File: src/rtl/elm_param_loader_pkg.sv
// Shared definitions for the hidden-layer parameter loader.
//   state_t    : loader FSM state encoding (ST_IDLE..ST_FINISH)
//   cfg_width  : width of the config_layer_num / config_neuron_num buses
//   cnt_width  : bit width needed to hold a count in 0..modulus-1
package elm_param_loader_pkg;

    typedef enum logic [2:0] {
        ST_IDLE   = 3'd0,
        ST_CLEAR  = 3'd1,
        ST_WEIGHT = 3'd2,
        ST_BIAS   = 3'd3,
        ST_FINISH = 3'd4
    } state_t;

    // The neuron config ports are sized 2*dataWidth+1 by the neuron design.
    function automatic int cfg_width(input int data_width);
        return 2 * data_width + 1;
    endfunction

    // A modulus of 1 still needs a one-bit register.
    function automatic int cnt_width(input int modulus);
        return (modulus > 1) ? $clog2(modulus) : 1;
    endfunction

endpackage

File: src/rtl/elm_param_counter.sv
// Wrap counter with terminal-count flag, used for the weight index and the
// neuron index of the loader.
//   clk, rst : clock, asynchronous active-low reset
//   clr      : synchronous clear to zero (wins over inc)
//   inc      : advance by one, wrapping from MODULUS-1 to 0
//   count    : current count
//   tc       : count == MODULUS-1
module elm_param_counter
    import elm_param_loader_pkg::*;
#(
    parameter int MODULUS = 4,
    parameter int WIDTH   = cnt_width(MODULUS)
) (
    input  logic             clk,
    input  logic             rst,
    input  logic             clr,
    input  logic             inc,
    output logic [WIDTH-1:0] count,
    output logic             tc
);

    logic [WIDTH-1:0] count_reg;

    assign tc    = (count_reg == WIDTH'(MODULUS - 1));
    assign count = count_reg;

    always_ff @(posedge clk or negedge rst) begin
        if (!rst) begin
            count_reg <= '0;
        end else if (clr) begin
            count_reg <= '0;
        end else if (inc) begin
            count_reg <= tc ? '0 : count_reg + 1'b1;
        end
    end

endmodule

File: src/rtl/elm_param_loader.sv
// Loads one hidden layer's weights and biases from a host word stream into
// the layer's neuron array.
//   clk, rst            : clock, asynchronous active-low reset
//   start               : pulse to begin a load (ignored unless idle)
//   s_data/s_valid/s_last/s_ready : host word stream
//   neuron_clr          : one-cycle clear of the neurons' write pointers
//   weightValue/weightValid : broadcast weight write strobe
//   bias_value/bias_valid   : bias word with one-hot per-neuron strobe
//   config_layer_num/config_neuron_num : registered write address
//   busy, done          : load in progress / one-cycle end-of-load pulse
//   err_last            : sticky misplaced-s_last flag, cleared by start
// Stream layout per neuron: NUM_WEIGHT weights followed by one bias.
module elm_param_loader
    import elm_param_loader_pkg::*;
#(
    parameter int  DATA_WIDTH  = 16,
    parameter int  NUM_WEIGHT  = 128,
    parameter int  NUM_NEURONS = 32,
    parameter int  LAYER_NO    = 1,
    parameter int  NEURON_BASE = 0,
    localparam int CFG_W       = cfg_width(DATA_WIDTH)
) (
    input  logic                   clk,
    input  logic                   rst,
    input  logic                   start,
    input  logic [DATA_WIDTH-1:0]  s_data,
    input  logic                   s_valid,
    input  logic                   s_last,
    output logic                   s_ready,
    output logic                   neuron_clr,
    output logic [DATA_WIDTH-1:0]  weightValue,
    output logic                   weightValid,
    output logic [DATA_WIDTH-1:0]  bias_value,
    output logic [NUM_NEURONS-1:0] bias_valid,
    output logic [CFG_W-1:0]       config_layer_num,
    output logic [CFG_W-1:0]       config_neuron_num,
    output logic                   busy,
    output logic                   done,
    output logic                   err_last
);

    localparam int W_W = cnt_width(NUM_WEIGHT);
    localparam int N_W = cnt_width(NUM_NEURONS);

    state_t state_reg, state_next;

    logic           accept;
    logic           start_take;
    logic           w_inc, n_inc;
    logic [W_W-1:0] w_cnt;
    logic [N_W-1:0] n_cnt;
    logic           w_tc, n_tc;
    logic           final_bias;
    logic           err_last_next;

    logic [DATA_WIDTH-1:0]  weight_value_reg;
    logic                   weight_valid_reg;
    logic [DATA_WIDTH-1:0]  bias_value_reg;
    logic [NUM_NEURONS-1:0] bias_valid_reg;
    logic [NUM_NEURONS-1:0] bias_hit;
    logic [CFG_W-1:0]       layer_num_reg;
    logic [CFG_W-1:0]       neuron_num_reg;
    logic                   err_last_reg;

    assign accept     = s_valid & s_ready;
    assign start_take = (state_reg == ST_IDLE) & start;
    assign w_inc      = accept & (state_reg == ST_WEIGHT);
    assign n_inc      = accept & (state_reg == ST_BIAS);
    assign final_bias = (state_reg == ST_BIAS) & n_tc;

    elm_param_counter #(.MODULUS(NUM_WEIGHT)) u_w_cnt (
        .clk   (clk),
        .rst   (rst),
        .clr   (start_take),
        .inc   (w_inc),
        .count (w_cnt),
        .tc    (w_tc)
    );

    elm_param_counter #(.MODULUS(NUM_NEURONS)) u_n_cnt (
        .clk   (clk),
        .rst   (rst),
        .clr   (start_take),
        .inc   (n_inc),
        .count (n_cnt),
        .tc    (n_tc)
    );

    // State register
    always_ff @(posedge clk or negedge rst) begin
        if (!rst) begin
            state_reg <= ST_IDLE;
        end else begin
            state_reg <= state_next;
        end
    end

    // Next-state logic. An s_last anywhere before the final bias beat aborts
    // the load after that beat has been forwarded.
    always_comb begin
        state_next = state_reg;
        case (state_reg)
            ST_IDLE:   if (start) state_next = ST_CLEAR;
            ST_CLEAR:  state_next = ST_WEIGHT;
            ST_WEIGHT: begin
                if (accept) begin
                    if (s_last)    state_next = ST_FINISH;
                    else if (w_tc) state_next = ST_BIAS;
                end
            end
            ST_BIAS: begin
                if (accept) begin
                    if (n_tc || s_last) state_next = ST_FINISH;
                    else                state_next = ST_WEIGHT;
                end
            end
            ST_FINISH: state_next = ST_IDLE;
            default:   state_next = ST_IDLE;
        endcase
    end

    // State-decoded outputs
    always_comb begin
        s_ready    = 1'b0;
        neuron_clr = 1'b0;
        busy       = 1'b0;
        done       = 1'b0;
        case (state_reg)
            ST_CLEAR: begin
                neuron_clr = 1'b1;
                busy       = 1'b1;
            end
            ST_WEIGHT, ST_BIAS: begin
                s_ready = 1'b1;
                busy    = 1'b1;
            end
            ST_FINISH: done = 1'b1;
            default: ;
        endcase
    end

    // Sticky error: set on a misplaced s_last or a final bias without it.
    always_comb begin
        err_last_next = err_last_reg;
        if (start_take) begin
            err_last_next = 1'b0;
        end else if (accept && (s_last != final_bias)) begin
            err_last_next = 1'b1;
        end
    end

    // One-hot decode of the current neuron index for the bias strobe.
    for (genvar gi = 0; gi < NUM_NEURONS; gi++) begin : g_bias_hit
        assign bias_hit[gi] = (n_cnt == N_W'(gi));
    end

    // Strobes and address are captured on the same edge so the address is
    // valid whenever a strobe is high; the address holds between beats.
    always_ff @(posedge clk or negedge rst) begin
        if (!rst) begin
            weight_value_reg <= '0;
            weight_valid_reg <= 1'b0;
            bias_value_reg   <= '0;
            bias_valid_reg   <= '0;
            layer_num_reg    <= '0;
            neuron_num_reg   <= '0;
            err_last_reg     <= 1'b0;
        end else begin
            weight_valid_reg <= w_inc;
            bias_valid_reg   <= n_inc ? bias_hit : '0;
            err_last_reg     <= err_last_next;
            if (w_inc) begin
                weight_value_reg <= s_data;
            end
            if (n_inc) begin
                bias_value_reg <= s_data;
            end
            if (accept) begin
                layer_num_reg  <= CFG_W'(LAYER_NO);
                neuron_num_reg <= CFG_W'(NEURON_BASE) + CFG_W'(n_cnt);
            end
        end
    end

    assign weightValue       = weight_value_reg;
    assign weightValid       = weight_valid_reg;
    assign bias_value        = bias_value_reg;
    assign bias_valid        = bias_valid_reg;
    assign config_layer_num  = layer_num_reg;
    assign config_neuron_num = neuron_num_reg;
    assign err_last          = err_last_reg;

endmodule

File: config.mk
export PLATFORM = sky130hd
export DESIGN_NAME = elm_param_loader
export DESIGN_NICKNAME = d
export VERILOG_FILES = /design/src/rtl/elm_param_loader_pkg.sv /design/src/rtl/elm_param_counter.sv /design/src/rtl/elm_param_loader.sv
export SDC_FILE = /design/constraint.sdc
export NUM_CORES = 1
export LEC_CHECK = 0
export BUFFER_PORTS_ARGS = -buffer_cell sky130_fd_sc_hd__clkbuf_2
export CAP_MARGIN = 20
export CORE_ASPECT_RATIO = 0.8
export CORE_MARGIN = 5
export CORE_UTILIZATION = 44
export DETAILED_ROUTE_END_ITERATION = 8
export PLACE_DENSITY = 0.77
export RECOVER_POWER = 25
export SLEW_MARGIN = 5
export SYNTH_ARGS = -nofsm -noshare
export SYNTH_HDL_FRONTEND = slang
export SYNTH_SLANG_ARGS = --single-unit
File: constraint.sdc
create_clock -name clk -period 2 [get_ports clk]
set_clock_uncertainty 0.2 [all_clocks]
set_input_delay 0.3 -clock clk [delete_from_list [all_inputs] [get_ports clk]]
set_output_delay 0.3 -clock clk [all_outputs]
set_load 0.05 [all_outputs]
==> results.md <==
- Number of buffers inserted by port buffering: 96
- Leakage power summed over all cells: 2.542 nW
- Via count of the first global-routing pass: 2,753
- Placed insts: 602
- Diodes inserted: 0
- Hold/Removal Path Class: primary input to flip-flop
- Placeable Area: 8558 um2
- Power Dens Cells: 1508 nW/um2
- Power share of the combinational group: 46.9%
- Final Cycle Share: 97.89%
- Biggest fanout along the worst timing path: 2
- Data arrival time of the worst path: 2.02 ns
- Placement row count: 30
- Library cell occupying the most area in the post-synthesis netlist: dfrtp_1
- Number of endpoints with negative hold slack in the final report: 0
- DRC errors left: 0
- Flip-flop count of the largest register after layout: 32
- Max Root-Sink Buffers: 2
- Initial antenna violation count: 0
- Cell count after synthesis: 401
- Fraction of the yosys area taken by sequential cells: 56.04%
- Post-placement cell area: 4315 um2
- Slew of the pin with the lowest slew margin: 0.8358 ns
- Largest net degree at the start of global routing: 46
- Non-filler instance count after layout: 635
- Die width: 115.1 um
- Die boundary height: 94.05 um
- Average vias per placed instance: 4.524
- Master cell of the clock root buffer: clkbuf_8
- Number of filler instances in the final layout: 797
- Clk network pwr share: 17.0%
- Setup Viol. Count Final: 0
- Result of the run: finished, final reports clean
- Synth warnings: 0
- Layout cell share with drive strength beyond 1: 25.62%
- Average wire per standard cell: 13.72 um
- Post-route standard cell area excluding fillers: 4671 um2
- Number of synthesized flops with an enable pin: 0
- Async set or reset register ratio after synthesis: 100.0%
- Clock H-tree levels: 3
- Commonest cells after routing, fill and taps aside: 115 x nand2_1, 95 x clkbuf_2, 85 x dfrtp_1
- Count of state elements after synthesis: 87
- Fin. max-slew vios: 0
- Required time at the endpoint of the critical path: 2.06 ns
- Clock slew at reported path FFs: 0.08 ns
- Overall power: 7.045 mW
- Antenna violation net count after detailed routing: 0
- Net switching power: 3.501 mW
- Most common cell after layout, fill and taps aside: nand2_1
- Maximum VDD drop: 1034 uV
- Kind of critical path: flip-flop to flip-flop
- Sink Count: 87
- Type of origin of the critical path: flip-flop
- DR pass1 iterations: 6
- # nets final: 546
- Post-synth top flop: dfrtp_1
- Clock tree from TritonCTS: done
- Worst-Skew Late Latency: 0.35 ns
- Switching part of the total: 49.70%
- Syn_area_per_cell: 9.688 um2
- Initial core utilization: 45.39%
- Post-layout util: 54.58%
- Number of buffers inserted during clock tree synthesis: 9
- Proportion of power drawn by flip-flops and latches: 36.0%
- First-pass GRT wire length: 13.35 mm
- Fmax: 510.8 MHz
- RSZ-0062 raised after global routing: yes
- DRC violation total after the first TritonRoute iteration: 210
- Global placement routability congestion: 0.7815
- Area fraction of the dominant cell type after synthesis: 56.04%
- Kind of end point of the critical path: flip-flop
- Count of vias placed by the detailed router: 2,873
- Sum of net half-perimeters after detailed placement: 6.281 mm
- Reported max-cap violation count: 0
- Synth unique cells: 41
- Sum of routed wire length over all layers: 8.713 mm
- Total GRT Usage: 15.70%
- Io pins: 157
- Area of the mapped netlist: 3885 um2
- Minimum period implied by the final worst setup slack: 1.958 ns
- Aggregate global routing overflow: 0
- Headroom to the max-slew limit: 44.28%
- Leading cell types by total area after synthesis: dfrtp_1 56%, buf_4 12%, nand2_1 11%
- P&R area growth vs syn: 20.23%
- Die outline area: 10,820 um2
- Internal power summed over all cells: 3.544 mW
[power by group through the flow]
stage               combinational, mW  clock, mW  sequential, mW
floorplan                        1.39          0            3.73
global placement                 3.24          0            2.53
detailed placement               3.29          0            2.56
CTS                              3.33       1.24            2.53
global route                     3.53       1.31            2.59
finish                           3.31       1.20            2.54
[critical path: stages, from the launching register on]
cell,delay [ns]
dfrtp_1,0.39
ha_1,0.21
and3_1,0.17
ha_1,0.21
or4_1,0.52
a31oi_1,0.19
[logic make-up after synthesis]
family	Yosys count	share of synthesized area [%]
AOI/OAI and AO/OA	20	2.963
xor gates and xnor gates	4	0.9019
adders and majority gates	7	2.254
buffers and inverters	84	14.75
DFF	87	56.04
muxes	3	0.8373
other	1	0.09653
and+or+nand+nor	195	22.16
[per-layer routing]
layer / GRT usage (%) / vias up / part of all wire (%)
li1: - / 1381 / -
met3: 4.250 / 8 / 8.5
met1: 20.40 / 1381 / 42
met2: 25.29 / 103 / 48
met5: 0 / - / 0
met4: 5.572 / 0 / 0.98
[path summary, 6_finish.rpt]
| kind | start | end | slack, ns | cells past startpoint |
|---|---|---|---|---|
| worst max-delay path | u_n_cnt.count[0]$_DFFE_PN0P_ | u_n_cnt.count[3]$_DFFE_PN0P_ | 0.04 | 5 |
| min in group asynchronous | rst | bias_valid[17]$_DFF_PN0_ | 0.16 | 2 |
| worst min register to register | config_layer_num[0]$_DFFE_PN0P_ | config_layer_num[0]$_DFFE_PN0P_ | 0.27 | 1 |
| max in group asynchronous | rst | bias_valid[9]$_DFF_PN0_ | 0.31 | 3 |
| worst min-delay path | s_valid | state_reg[1]$_DFFE_PN0P_ | 0.12 | 2 |
| worst max register to register | u_n_cnt.count[0]$_DFFE_PN0P_ | u_n_cnt.count[3]$_DFFE_PN0P_ | 0.04 | 5 |
[layout make-up]
class | count | area [um2] | share of cell area (%)
Clock inverter | 7 | 72.57 | 1.554
Clock buffer | 9 | 123.9 | 2.652
Inverter | 5 | 18.77 | 0.4018
Multi-Input combinational cell | 289 | 1364 | 29.20
Sequential cell | 87 | 2180 | 46.66
Timing Repair Buffer | 126 | 772.0 | 16.53
Tap cell | 112 | 140.1 | 3.000
[cells in the mapped netlist (all sizes together) (3+ instances only)]
cell and n:
nand3 6, ha 7, buf 72, nand4 3
inv 5, nand2b 4, dfrtp 87, xor2 3
and2 5, nor3 3, o21ai 4, clkbuf 7
nand2 115, a21oi 10, nor2 42
[repair_timing]
action                     4_1_cts  5_1_grt
hold endpoints to repair       119        0
setup buffers                    0        0
setup endpoints to repair        4        2
pin swaps                        0        0
hold buffers                    17        0
resized for setup                3        2
[stage by stage]
stage               worst slack (ns)   TNS [ns]  hold WS (ns)
floorplan                   0.002864          0       -0.1956
finish                       0.04213          0        0.1174
detailed placement           0.07471          0      -0.07490
global placement              0.1332          0      -0.07548
CTS                          0.01961          0       0.08178
global route               -0.001045  -0.001045        0.1200
(Power assumes the default switching activity.)
